[src/rtl/counter_scheduler_pkg.sv]
// Purpose: shared widths, FSM state encoding and command payload for the
//          counter scheduler slice.
// Contents: LEN_W/CNT_W/NREQ widths, state_e, cmd_t {down, step, len}.
package counter_scheduler_pkg;

    localparam int unsigned LEN_W = 4;
    localparam int unsigned CNT_W = 4;
    localparam int unsigned NREQ  = 2;

    typedef enum logic [1:0] {
        IDLE = 2'd0,
        RUN  = 2'd1,
        DONE = 2'd2
    } state_e;

    typedef struct packed {
        logic             down;
        logic             step;
        logic [LEN_W-1:0] len;
    } cmd_t;

endpackage

[src/rtl/counter_scheduler_if.sv]
// Purpose: requester-side bus of the counter scheduler.
// Signals: req_valid/req_ready handshake per requester, command fields
//          req_down/req_step/req_len, and scheduler status q/busy/owner/done.
// Modports: master = requesters/consumer, slave = scheduler.
interface counter_scheduler_if;
    import counter_scheduler_pkg::*;

    logic [NREQ-1:0]       req_valid;
    logic [NREQ-1:0]       req_ready;
    logic [NREQ-1:0]       req_down;
    logic [NREQ-1:0]       req_step;
    logic [NREQ*LEN_W-1:0] req_len;
    logic [CNT_W-1:0]      q;
    logic                  busy;
    logic                  owner;
    logic [NREQ-1:0]       done;

    modport master (
        output req_valid, req_down, req_step, req_len,
        input  req_ready, q, busy, owner, done
    );

    modport slave (
        input  req_valid, req_down, req_step, req_len,
        output req_ready, q, busy, owner, done
    );

endinterface

[src/rtl/counter_scheduler_step_counter.sv]
// Purpose: W-bit up/down counter, step 1 or 2, wrapping mod 2**W.
// Ports: clk, rst (sync active-high), en (advance this edge), down (1 = count
//        down), step (1 = +/-2, 0 = +/-1), q (registered count).
module step_counter #(
    parameter int unsigned W = 4
) (
    input  logic         clk,
    input  logic         rst,
    input  logic         en,
    input  logic         down,
    input  logic         step,
    output logic [W-1:0] q
);

    logic [W-1:0] inc;

    always_comb begin
        inc = step ? W'(2) : W'(1);
    end

    // Natural modular wrap; a step of 2 never touches q[0].
    always_ff @(posedge clk) begin
        if (rst) begin
            q <= '0;
        end else if (en) begin
            q <= down ? (q - inc) : (q + inc);
        end
    end

endmodule

[src/rtl/counter_scheduler.sv]
// Purpose: round-robin scheduler sharing one step_counter between two
//          requesters; each accepted burst enables the counter for len edges.
// Ports: clk, rst (sync active-high), bus (counter_scheduler_if.slave):
//        req_valid/req_ready handshake (req_ready combinational, IDLE only),
//        req_down/req_step/req_len command fields, q counter value,
//        busy (RUN or DONE), owner (served requester), done (1-cycle pulse).
module counter_scheduler
    import counter_scheduler_pkg::*;
(
    input  logic                clk,
    input  logic                rst,
    counter_scheduler_if.slave  bus
);

    localparam logic [1:0] S_IDLE = 2'(IDLE);
    localparam logic [1:0] S_RUN  = 2'(RUN);
    localparam logic [1:0] S_DONE = 2'(DONE);

    logic [1:0]       state;
    logic [1:0]       state_nxt;
    logic             rr;
    logic             owner_r;
    logic             cmd_down;
    logic             cmd_step;
    logic [LEN_W-1:0] rem;
    logic             gidx;
    logic [NREQ-1:0]  ready_c;
    logic             accept;
    cmd_t             sel_cmd;
    logic [CNT_W-1:0] q_w;

    // Grant selection: sole valid requester, otherwise the rr-preferred one.
    always_comb begin
        gidx = rr;
        if (bus.req_valid == 2'b01) begin
            gidx = 1'b0;
        end else if (bus.req_valid == 2'b10) begin
            gidx = 1'b1;
        end
        sel_cmd.down = bus.req_down[gidx];
        sel_cmd.step = bus.req_step[gidx];
        sel_cmd.len  = gidx ? bus.req_len[LEN_W +: LEN_W] : bus.req_len[0 +: LEN_W];
    end

    // Next state and combinational ready; reset suppresses any grant.
    always_comb begin
        state_nxt = state;
        ready_c   = '0;
        case (state)
            S_IDLE: begin
                if (!rst && (bus.req_valid != '0)) begin
                    ready_c[gidx] = 1'b1;
                    state_nxt     = (sel_cmd.len == '0) ? S_DONE : S_RUN;
                end
            end
            S_RUN: begin
                if (rem == LEN_W'(1)) begin
                    state_nxt = S_DONE;
                end
            end
            S_DONE: begin
                state_nxt = S_IDLE;
            end
            default: begin
                state_nxt = S_IDLE;
            end
        endcase
    end

    assign accept = (ready_c != '0);

    // State register.
    always_ff @(posedge clk) begin
        if (rst) begin
            state <= S_IDLE;
        end else begin
            state <= state_nxt;
        end
    end

    // Latched command, owner, rr pointer and remaining tick count.
    always_ff @(posedge clk) begin
        if (rst) begin
            rr       <= 1'b0;
            owner_r  <= 1'b0;
            cmd_down <= 1'b0;
            cmd_step <= 1'b0;
            rem      <= '0;
        end else if (accept) begin
            rr       <= ~gidx;
            owner_r  <= gidx;
            cmd_down <= sel_cmd.down;
            cmd_step <= sel_cmd.step;
            rem      <= sel_cmd.len;
        end else if (state == S_RUN) begin
            rem <= rem - LEN_W'(1);
        end
    end

    step_counter #(
        .W (CNT_W)
    ) u_cnt (
        .clk  (clk),
        .rst  (rst),
        .en   (state == S_RUN),
        .down (cmd_down),
        .step (cmd_step),
        .q    (q_w)
    );

    assign bus.q         = q_w;
    assign bus.req_ready = ready_c;
    assign bus.busy      = (state != S_IDLE);
    assign bus.owner     = owner_r;
    assign bus.done      = (state == S_DONE) ? (owner_r ? 2'b10 : 2'b01) : 2'b00;

endmodule

[src/flat_wrapper.sv]
// flat-port wrapper written by rule: the top's interface ports become plain ports
module counter_scheduler_flat import counter_scheduler_pkg::*;
  (clk, rst, bus_req_valid, bus_req_down, bus_req_step, bus_req_len, bus_req_ready, bus_q, bus_busy, bus_owner, bus_done);
  counter_scheduler_if bus_i ();
  input  logic clk;
  input  logic rst;
  input wire logic [$bits(bus_i.req_valid)-1:0] bus_req_valid;
  input wire logic [$bits(bus_i.req_down)-1:0] bus_req_down;
  input wire logic [$bits(bus_i.req_step)-1:0] bus_req_step;
  input wire logic [$bits(bus_i.req_len)-1:0] bus_req_len;
  output wire logic [$bits(bus_i.req_ready)-1:0] bus_req_ready;
  output wire logic [$bits(bus_i.q)-1:0] bus_q;
  output wire logic [$bits(bus_i.busy)-1:0] bus_busy;
  output wire logic [$bits(bus_i.owner)-1:0] bus_owner;
  output wire logic [$bits(bus_i.done)-1:0] bus_done;
  assign bus_i.req_valid = bus_req_valid;
  assign bus_i.req_down = bus_req_down;
  assign bus_i.req_step = bus_req_step;
  assign bus_i.req_len = bus_req_len;
  assign bus_req_ready = bus_i.req_ready;
  assign bus_q = bus_i.q;
  assign bus_busy = bus_i.busy;
  assign bus_owner = bus_i.owner;
  assign bus_done = bus_i.done;
  counter_scheduler u_core (.clk(clk), .rst(rst), .bus(bus_i));
endmodule
[config.mk]
export PLATFORM = sky130hd
export DESIGN_NAME = counter_scheduler_flat
export DESIGN_NICKNAME = d
export VERILOG_FILES = /design/src/rtl/counter_scheduler_pkg.sv /design/src/rtl/counter_scheduler_if.sv /design/src/rtl/counter_scheduler_step_counter.sv /design/src/rtl/counter_scheduler.sv /design/src/flat_wrapper.sv
export SDC_FILE = /design/constraint.sdc
export NUM_CORES = 1
export LEC_CHECK = 0
export BUFFER_PORTS_ARGS = -buffer_cell sky130_fd_sc_hd__buf_2
export CORE_MARGIN = 2
export CORE_UTILIZATION = 35
export CTS_CLUSTER_DIAMETER = 150
export CTS_CLUSTER_SIZE = 10
export DETAILED_ROUTE_END_ITERATION = 6
export GPL_TIMING_DRIVEN = 1
export HOLD_SLACK_MARGIN = 0.15
export PLACE_DENSITY_LB_ADDON = 0.25
export SLEW_MARGIN = 20
export SYNTH_ARGS = -nofsm -noshare
export SYNTH_HDL_FRONTEND = slang
export SYNTH_SLANG_ARGS = --single-unit
[constraint.sdc]
create_clock -name clk -period 2.1 [get_ports clk]
set_input_delay 0.63 -clock clk [delete_from_list [all_inputs] [get_ports clk]]
set_output_delay 0.63 -clock clk [all_outputs]
set_load 0.01 [all_outputs]
==> results of run 1 <==
==> cells by family (layout without fill, tap and decap cells) <==
group | count (synthesis) | count (layout) | share of synthesized area (%)
fa+ha+maj | 7 | 7 | 11.2
mux | 7 | 7 | 8.48
xor+xnor | 4 | 4 | 4.17
simple gates | 35 | 35 | 21.0
flops | 14 | 14 | 33.3
buf+inv | 15 | 43 | 7.89
compound gates | 16 | 16 | 14.0
==> stage by stage <==
stage          power (mW)  hold WS [ns]  utilization (%)
2_1_floorplan       0.735         0.449                -
3_3_place_gp        0.851         0.468             45.0
3_5_place_dp        0.868         0.474             45.0
4_1_cts              1.02         0.485             46.1
5_1_grt              1.13         0.508             46.8
6_report             1.03         0.479             46.8
==> synthesized netlist by cell type (2+ instances only) <==
master / count / area (um^2)
a211oi_1: 9 / 67.6
a21oi_1: 2 / 10.0
buf_2: 2 / 10.0
clkbuf_1: 3 / 11.3
dfxtp_1: 14 / 280
ha_1: 5 / 62.6
inv_1: 9 / 33.8
mux2i_1: 6 / 60.1
nand2_1: 4 / 15.0
nor2_1: 15 / 56.3
nor2b_1: 3 / 18.8
nor3_1: 3 / 15.0
nor3b_1: 2 / 15.0
o21a_1: 3 / 22.5
xnor2_1: 3 / 26.3
==> power by group through the flow <==
stage	Sequential (mW)	Clock, mW	Combinational [mW]
detailed placement	0.392	0	0.477
finish	0.387	0.155	0.490
floorplan	0.394	0	0.341
global route	0.396	0.174	0.559
CTS	0.385	0.159	0.481
global placement	0.389	0	0.463
==> per-layer routing <==
layer | GRT usage (%) | share of wire [%] | up-vias
met3 | 3.39 | 5.1 | 5
met2 | 25.6 | 48 | 21
met1 | 17.3 | 45 | 346
met4 | 7.69 | 1.8 | 0
li1 | - | - | 389
met5 | 0 | 0 | -
==> registers in the layout, indices dropped and copies added, names as in the netlist <==
signal / count
u_core.rem: 4
u_core.u_cnt.q: 4
u_core.state: 2
u_core.bus.owner: 1
u_core.cmd_down: 1
u_core.cmd_step: 1
u_core.rr: 1
==> final timing paths <==
| kind | to | depth (start not counted) | slack (ns) |
|---|---|---|---|
| setup / recovery | bus_req_ready[0] | 5 | 0.05 |
| hold / removal | u_core.rr$_SDFFE_PP0N_ | 2 | 0.48 |
| setup reg to reg | u_core.u_cnt.q[3]$_SDFFE_PP0P_ | 9 | 0.19 |
| hold reg to reg | u_core.rr$_SDFFE_PP0N_ | 2 | 0.48 |
==> layout make-up <==
cell class,count,area [um^2],share of cell area [%]
inverters,9,33.8,3.23
repair buffers,31,170,16.3
well taps,28,35.0,3.35
flip-flops and latches,14,283,27.0
clock buffers,3,22.5,2.15
multi-input cells,69,502,48.0
==> tightest hold or removal path, delay by kind of cell (launching register included) <==
family | cells | cell delay (ns)
buf+inv | 1 | 0.07
compound gates | 1 | 0.07
flops | 1 | 0.30
==> what timing repair did <==
| item | in CTS | in global routing |
|---|---|---|
| setup endpoints to repair | 0 | 1 |
| resized for setup | 0 | 5 |
| setup buffers | 0 | 1 |
| endpoints found under the hold margin | 0 | 0 |
==> impl_metrics.json, run 1 <==
{
  "worst-path-buf-inv": 3,
  "rsz0062_at_grt": "no",
  "period_share_pct": 97.7,
  "crit_type": "in2out",
  "die_y_um": 53.0,
  "cp-startpoint": "bus_req_valid[1]",
  "hold_path.startpoint": "u_core.rr$_SDFFE_PP0N_",
  "setup_tns_ns": 0,
  "cp_max_fo": 3,
  "finalSetupViolCount": 0,
  "numCtsBuffers": 3,
  "p_int_mw": 0.641,
  "track_usage_pct": 15.0,
  "irDropWorstVdd_mv": 0.504,
  "cts_buffer_depth": 2,
  "cellPowerDensity_mw_per_mm2": 986,
  "p_comb_share_pct": 47.5,
  "clock_latency_ns": 0.28,
  "core_area_mm2": 0.00223,
  "grt_max_degree": 15,
  "cellLeakagePower_nw": 0.514,
  "r2r_start": "u_core.cmd_step$_SDFFE_PP0N_",
  "cpMostUsedCell": "buf_2",
  "final_antenna_net_count": 0,
  "post_dp_cell_area_mm2": 0.00101,
  "stdcell_area_mm2": 0.00105,
  "skew_ns": 0.00335,
  "syn_to_final_growth_pct": 24.4,
  "worstPathCellList": "buf_2 > inv_1 > maj3_2 > and3_2 > buf_2",
  "cpPeakStageDelay_ns": 0.33,
  "dp.final_hpwl_um": 1390,
  "antenna_found_initial": 0,
  "htreeDepth": 1,
  "critPathRequiredTime_ns": 1.47,
  "cp_top_family": "adder cells",
  "maxCapViolations": 0,
  "synth_cells": 98,
  "rows": 17,
  "finalWeightedCongestion": 0.765,
  "fmax_ghz": 0.488,
  "instances_no_fill": 154,
  "fillCellCount": 235,
  "worst_pin_slew_ns": 0.335,
  "grt_pass1_vias": 697,
  "dp_slack_ns": 0.0630,
  "cts_sinks": 14,
  "vias_per_cell": 4.94,
  "nNetsFinal": 150,
  "dr.pass1.iters": 4,
  "ys_types": 30,
  "p_switching_mw": 0.390,
  "num_vias": 761,
  "wl_um": 1760,
  "synth-seq-cells": 14,
  "io_pins": 26,
  "final_common_cell": "buf_2",
  "hold_path_class": "reg2reg",
  "die_w_um": 53.0,
  "layout_common_cells": "buf_2 (25), nor2_1 (15), dfxtp_1 (12), inv_1 (9), a211oi_1 (9)",
  "cts_root_buf": "clkbuf_4",
  "synth_edf_count": 0,
  "pwr-share-clk_pct": 15.0,
  "seqPwrFrac_pct": 37.5,
  "grt_pass1_wl_um": 3000,
  "worst_setup_path_start_kind": "input port",
  "syn_nets": 120,
  "die_area_mm2": 0.00281,
  "port_buffers": 25,
  "wl_per_cell_um": 11.4,
  "yosysWarningCount": 0,
  "cpMaxStageDelayCell": "maj3_2",
  "ys_seq_area_share_pct": 33.3,
  "syn_area_um2": 841,
  "drive_above_1_share_pct": 32.5,
  "status": "complete, no violations",
  "cts_tree": "built",
  "slew_headroom_pct": 77.6,
  "fin_crit_ns": 2.05,
  "gr-total-overflow": 0,
  "drc": 0,
  "avgSynthCellArea_um2": 8.58,
  "swShare_pct": 37.8,
  "drt_iter0_drc": 5,
  "ys.flop_type": "dfxtp_1",
  "setup_slack_ns": 0.0490,
  "dp.cells": 150,
  "cp.arrival_ns": 1.42,
  "crit_path_end_kind": "primary output",
  "num_antenna_cells": 0,
  "finalHoldViolCount": 0,
  "postSynth.asyncResetShare_pct": 0,
  "start_util_pct": 37.6,
  "slew_viol_final": 0,
  "cts.clk_slew.worst_paths_ns": 0.08,
  "cts_hold_buf": 0
}
(Power assumes the default switching activity.)
==> run 2: changes to the inputs <==
==> constraint.sdc (replaced) <==
create_clock -name clk -period 1.8 [get_ports clk]
set_input_delay 0.54 -clock clk [delete_from_list [all_inputs] [get_ports clk]]
set_output_delay 0.54 -clock clk [all_outputs]
set_load 0.01 [all_outputs]
==> impl_metrics.json, run 2 (same netlist as run 1, synthesis figures left out) <==
{
  "final_antenna_net_count": 0,
  "port_buffers": 25,
  "cp_top_family": "simple AND/OR/NAND/NOR gates",
  "p_comb_share_pct": 49.8,
  "worstPathCellList": "or2_4 > or2_4 > nor3_2 > buf_2",
  "cpMaxStageDelayCell": "dfxtp_2",
  "crit_type": "reg2out",
  "finalHoldViolCount": 0,
  "io_pins": 26,
  "grt_pass1_wl_um": 3150,
  "worst_setup_path_start_kind": "flop",
  "rows": 17,
  "htreeDepth": 1,
  "setup_tns_ns": -0.145,
  "violations": "setup timing",
  "cp.arrival_ns": 1.34,
  "die_y_um": 53.0,
  "start_util_pct": 37.6,
  "reg2reg_slack_ns": 0,
  "skew_ns": 0.00616,
  "track_usage_pct": 16.2,
  "gr-total-overflow": 0,
  "syn_to_final_growth_pct": 38.1,
  "period_share_pct": 105,
  "cts_sinks": 14,
  "vias_per_cell": 4.79,
  "worst_pin_slew_ns": 0.353,
  "cpMostUsedCell": "or2_4",
  "num_antenna_cells": 0,
  "cts_root_buf": "clkbuf_4",
  "antenna_found_initial": 0,
  "numCtsBuffers": 3,
  "rsz0062_at_grt": "yes",
  "die_w_um": 53.0,
  "dr.pass1.iters": 4,
  "setup_slack_ns": -0.0811,
  "finalWeightedCongestion": 0.775,
  "p_switching_mw": 0.507,
  "cts_tree": "built",
  "wl_um": 1930,
  "swShare_pct": 36.9,
  "power_mw": 1.37,
  "fmax_ghz": 0.532,
  "grt_max_degree": 16,
  "hold_path_class": "reg2reg",
  "final_common_cell": "buf_2",
  "worst-path-buf-inv": 1,
  "cts_buffer_depth": 2,
  "nNetsFinal": 158,
  "cpPeakStageDelay_ns": 0.33,
  "dp_slack_ns": -0.0691,
  "finalSetupViolCount": 3,
  "cellLeakagePower_nw": 0.564,
  "core_area_mm2": 0.00223,
  "status": "finished, violations left",
  "layout_common_cells": "buf_2 (24), nor2_1 (15), buf_4 (14), dfxtp_1 (11), a211oi_1 (9)",
  "slew_headroom_pct": 76.2,
  "grt_pass1_vias": 741,
  "crit_path_end_kind": "primary output",
  "drc": 0,
  "cts.clk_slew.worst_paths_ns": 0.09,
  "dp.final_hpwl_um": 1390,
  "fillCellCount": 223,
  "maxCapViolations": 0,
  "slew_viol_final": 0,
  "wl_per_cell_um": 11.9,
  "cellPowerDensity_mw_per_mm2": 1180,
  "seqPwrFrac_pct": 32.8,
  "reg_top3": "u_core.rem (4), u_core.u_cnt.q (4), u_core.state (2)",
  "fin_crit_ns": 1.88,
  "drt_iter0_drc": 6,
  "num_vias": 781,
  "cp_max_fo": 3,
  "pwr-share-clk_pct": 17.4,
  "p_int_mw": 0.868,
  "clock_latency_ns": 0.29,
  "final_util_pct": 52.0,
  "drive_above_1_share_pct": 43.0,
  "irDropWorstVdd_mv": 0.605,
  "critPathRequiredTime_ns": 1.26,
  "die_area_mm2": 0.00281
}
## run 2: per-stage QoR
stage	std cells	hold WS (ns)	cell area, um^2
finish	163	0.481	1160
global route	163	0.507	1160
CTS	162	0.486	1130
detailed placement	156	0.471	1060
global placement	156	0.466	1060
floorplan	98	0.449	851
## run 2: cell type report
class	count	area, um^2	area share (%)
multi-input cells	69	536	46.1
flip-flops and latches	14	284	24.5
repair buffers	39	236	20.4
clock buffers	4	36.3	3.13
well taps	28	35.0	3.02
inverters	9	33.8	2.91
## run 2: routing by layer
layer	global-route usage, %	share of wire, %	vias to the layer above	wire (um)
met1	18.0	44	352	860
met2	27.9	50	17	957
met5	0	0	-	0
met4	10.3	2.6	0	50
met3	3.39	3.3	5	64
li1	-	-	407	-
## run 2: worst paths after layout
path	cells past startpoint	startpoint	to
max	4	u_core.state[0]$_SDFFE_PP0P_	bus_req_ready[1]
min	2	u_core.u_cnt.q[2]$_SDFFE_PP0P_	u_core.u_cnt.q[2]$_SDFFE_PP0P_
max reg2reg	9	u_core.cmd_step$_SDFFE_PP0N_	u_core.u_cnt.q[3]$_SDFFE_PP0P_
min reg2reg	2	u_core.u_cnt.q[2]$_SDFFE_PP0P_	u_core.u_cnt.q[2]$_SDFFE_PP0P_
## run 2: worst reg2reg max path: cells and delay by family (launching register included)
kind / cells / cell delay [ns]
simple gates: 3 / 0.36
mux: 1 / 0.31
fa+ha+maj: 1 / 0.23
flops: 1 / 0.34
compound gates: 2 / 0.38
buf+inv: 2 / 0.09
## run 2: power groups by stage
stage | registers, mW | logic (mW) | clock network (mW)
2_1_floorplan | 0.459 | 0.405 | 0
3_3_place_gp | 0.447 | 0.599 | 0
3_5_place_dp | 0.450 | 0.613 | 0
4_1_cts | 0.447 | 0.643 | 0.247
5_1_grt | 0.462 | 0.772 | 0.259
6_report | 0.450 | 0.685 | 0.240
## run 2: timing repair
| item | in CTS | in global routing |
|---|---|---|
| pin swaps | 4 | 4 |
| setup endpoints to repair | 3 | 3 |
| setup buffers | 2 | 1 |
| resized for setup | 7 | 7 |
| hold buffers | 0 | 0 |
==> run 3: changes to the inputs <==
--- a/config.mk
+++ b/config.mk
@@ -5,6 +5,7 @@
 export SDC_FILE = /design/constraint.sdc
 export NUM_CORES = 1
 export LEC_CHECK = 0
+export ABC_AREA = 1
 export BUFFER_PORTS_ARGS = -buffer_cell sky130_fd_sc_hd__buf_2
 export CORE_MARGIN = 2
 export CORE_UTILIZATION = 35
==> impl_metrics.json, run 3 <==
{
  "num_vias": 938,
  "grt_max_degree": 13,
  "nNetsFinal": 192,
  "setup_tns_ns": 0,
  "drive_above_1_share_pct": 32.5,
  "yosysWarningCount": 0,
  "dp.final_hpwl_um": 1600,
  "power_mw": 1.51,
  "cts_buffer_depth": 2,
  "wl_per_cell_um": 10.7,
  "fin_worst_hold_slack_ns": 0.493,
  "syn_to_final_growth_pct": 29.3,
  "clock_latency_ns": 0.29,
  "dp_slack_ns": 0.0329,
  "cellLeakagePower_nw": 0.611,
  "setup_slack_ns": 0.0344,
  "slew_viol_final": 0,
  "die_area_mm2": 0.00306,
  "layout_common_cells": "nand2_1 (32), buf_2 (25), nand3_1 (18), inv_1 (15), dfxtp_1 (13)",
  "fmax_ghz": 0.566,
  "finalSetupViolCount": 0,
  "synth_top_cell_by_area": "dfxtp_1",
  "grt_pass1_vias": 854,
  "ys_types": 23,
  "post_dp_cell_area_mm2": 0.00110,
  "dr.pass1.iters": 4,
  "critPathRequiredTime_ns": 1.26,
  "finalWeightedCongestion": 0.801,
  "drc": 0,
  "synth_cells": 133,
  "avgSynthCellArea_um2": 6.92,
  "slew_headroom_pct": 78.5,
  "synthTopCellsByArea": "dfxtp_1 (30%), nand2_1 (13%), nand3_1 (9.8%), ha_1 (6.8%), inv_1 (6.1%)",
  "multi_input_comb_area_um2": 576,
  "cts_root_buf": "clkbuf_4",
  "rsz0062_at_grt": "yes",
  "die_w_um": 55.3,
  "skew_ns": 0.00332,
  "stdcell_area_mm2": 0.00119,
  "cp.arrival_ns": 1.23,
  "syn_nets": 155,
  "yosysMostFrequentCell": "nand2_1",
  "drt_iter0_drc": 15,
  "io_pins": 26,
  "final_antenna_net_count": 0,
  "crit_type": "reg2out",
  "fillCellCount": 260,
  "maxCapViolations": 0,
  "vias_per_cell": 4.71,
  "cellPowerDensity_mw_per_mm2": 1270,
  "cts_tree": "built",
  "rows": 18,
  "worst_pin_slew_ns": 0.323,
  "crit_path_end_kind": "primary output",
  "postSynth.asyncResetShare_pct": 0,
  "wl_um": 2140,
  "syn_area_um2": 921,
  "fin_crit_ns": 1.77,
  "synth_common_cells": "nand2_1 (32), nand3_1 (18), inv_1 (15)",
  "synth_edf_count": 0,
  "grt_pass1_wl_um": 3510,
  "port_buffers": 25,
  "synth-seq-cells": 14,
  "ys.flop_type": "dfxtp_1",
  "num_antenna_cells": 0,
  "antenna_found_initial": 0,
  "irDropWorstVdd_mv": 0.749,
  "track_usage_pct": 14.6,
  "worst_setup_path_start_kind": "flop",
  "htreeDepth": 1,
  "cts_sinks": 14,
  "final_common_cell": "nand2_1",
  "finalHoldViolCount": 0,
  "numCtsBuffers": 3,
  "reg_top3": "u_core.rem (4), u_core.u_cnt.q (4), u_core.state (2)",
  "regArea_um2": 282,
  "final_util_pct": 48.1,
  "instances_no_fill": 199,
  "synth_top_area_share_pct": 30.4,
  "cts.clk_slew.worst_paths_ns": 0.09,
  "hold_path_class": "reg2reg",
  "gr-total-overflow": 0,
  "dp.cells": 191,
  "die_y_um": 55.3,
  "cp_max_fo": 5,
  "ys_seq_area_share_pct": 30.4,
  "start_util_pct": 37.2,
  "period_share_pct": 98.1,
  "core_area_mm2": 0.00248,
  "status": "complete, no violations"
}
==> run 3: cell types whose count changed after synthesis, moves of 6 or more <==
cell / delta
a211oi_1: -7
a21oi_1: +7
inv_1: +6
mux2i_1: -6
nand2_1: +28
nand3_1: +18
nor2_1: -7
o21ai_0: +6
==> run 3: cell families after synthesis <==
logic type / after synthesis / synth area share (%)
AO/OA/AOI/OAI: 21 / 13.6
XOR/XNOR: 1 / 0.951
adder cells (fa/ha/maj): 6 / 8.97
buffers and inverters: 20 / 9.37
flip-flops: 14 / 30.4
AND/OR/NAND/NOR: 71 / 36.7
==> run 3: where the power goes <==
| group | internal [mW] | total [mW] | switching [mW] |
|---|---|---|---|
| logic | 0.330 | 0.798 | 0.467 |
| clock network | 0.123 | 0.236 | 0.112 |
| registers | 0.410 | 0.476 | 0.0666 |
==> run 3: routing by layer <==
metal  global-route usage (%)  wire length, um
met1                     17.2             1020
met5                        0                0
met4                     10.1               54
met2                     23.1              966
met3                     3.75               94
==> run 3: final timing paths <==
| kind | from | end | slack, ns | cells past startpoint |
|---|---|---|---|---|
| worst max-delay path | u_core.state[0]$_SDFFE_PP0P_ | bus_req_ready[0] | 0.03 | 6 |
| worst min-delay path | u_core.cmd_step$_SDFFE_PP0N_ | u_core.cmd_step$_SDFFE_PP0N_ | 0.49 | 2 |
| worst max register to register | u_core.cmd_down$_SDFFE_PP0N_ | u_core.u_cnt.q[2]$_SDFFE_PP0P_ | 0.35 | 6 |
| worst min register to register | u_core.cmd_step$_SDFFE_PP0N_ | u_core.cmd_step$_SDFFE_PP0N_ | 0.49 | 2 |
==> run 3: critical path, stage by stage (launching register included) <==
cell     delay (ns)
dfxtp_2        0.34
inv_2          0.07
nand2_4        0.06
nor2_4         0.12
nand2_4        0.08
a21oi_2        0.11
buf_2          0.14
==> run 3: timing repair <==
item | 4_1_cts | 5_1_grt
gates resized for setup | 2 | 4
buffers inserted | 1 | 3
hold buffers | 0 | 0
endpoints found under the setup margin | 1 | 2
pin swaps | 0 | 3
==> run 3: layout make-up <==
class	count	share of cell area [%]
sequential	14	23.6
clock buffer	4	3.05
timing repair buffer	34	16.2
inverter	18	5.67
tap	30	3.15
multi-input combinational	99	48.3
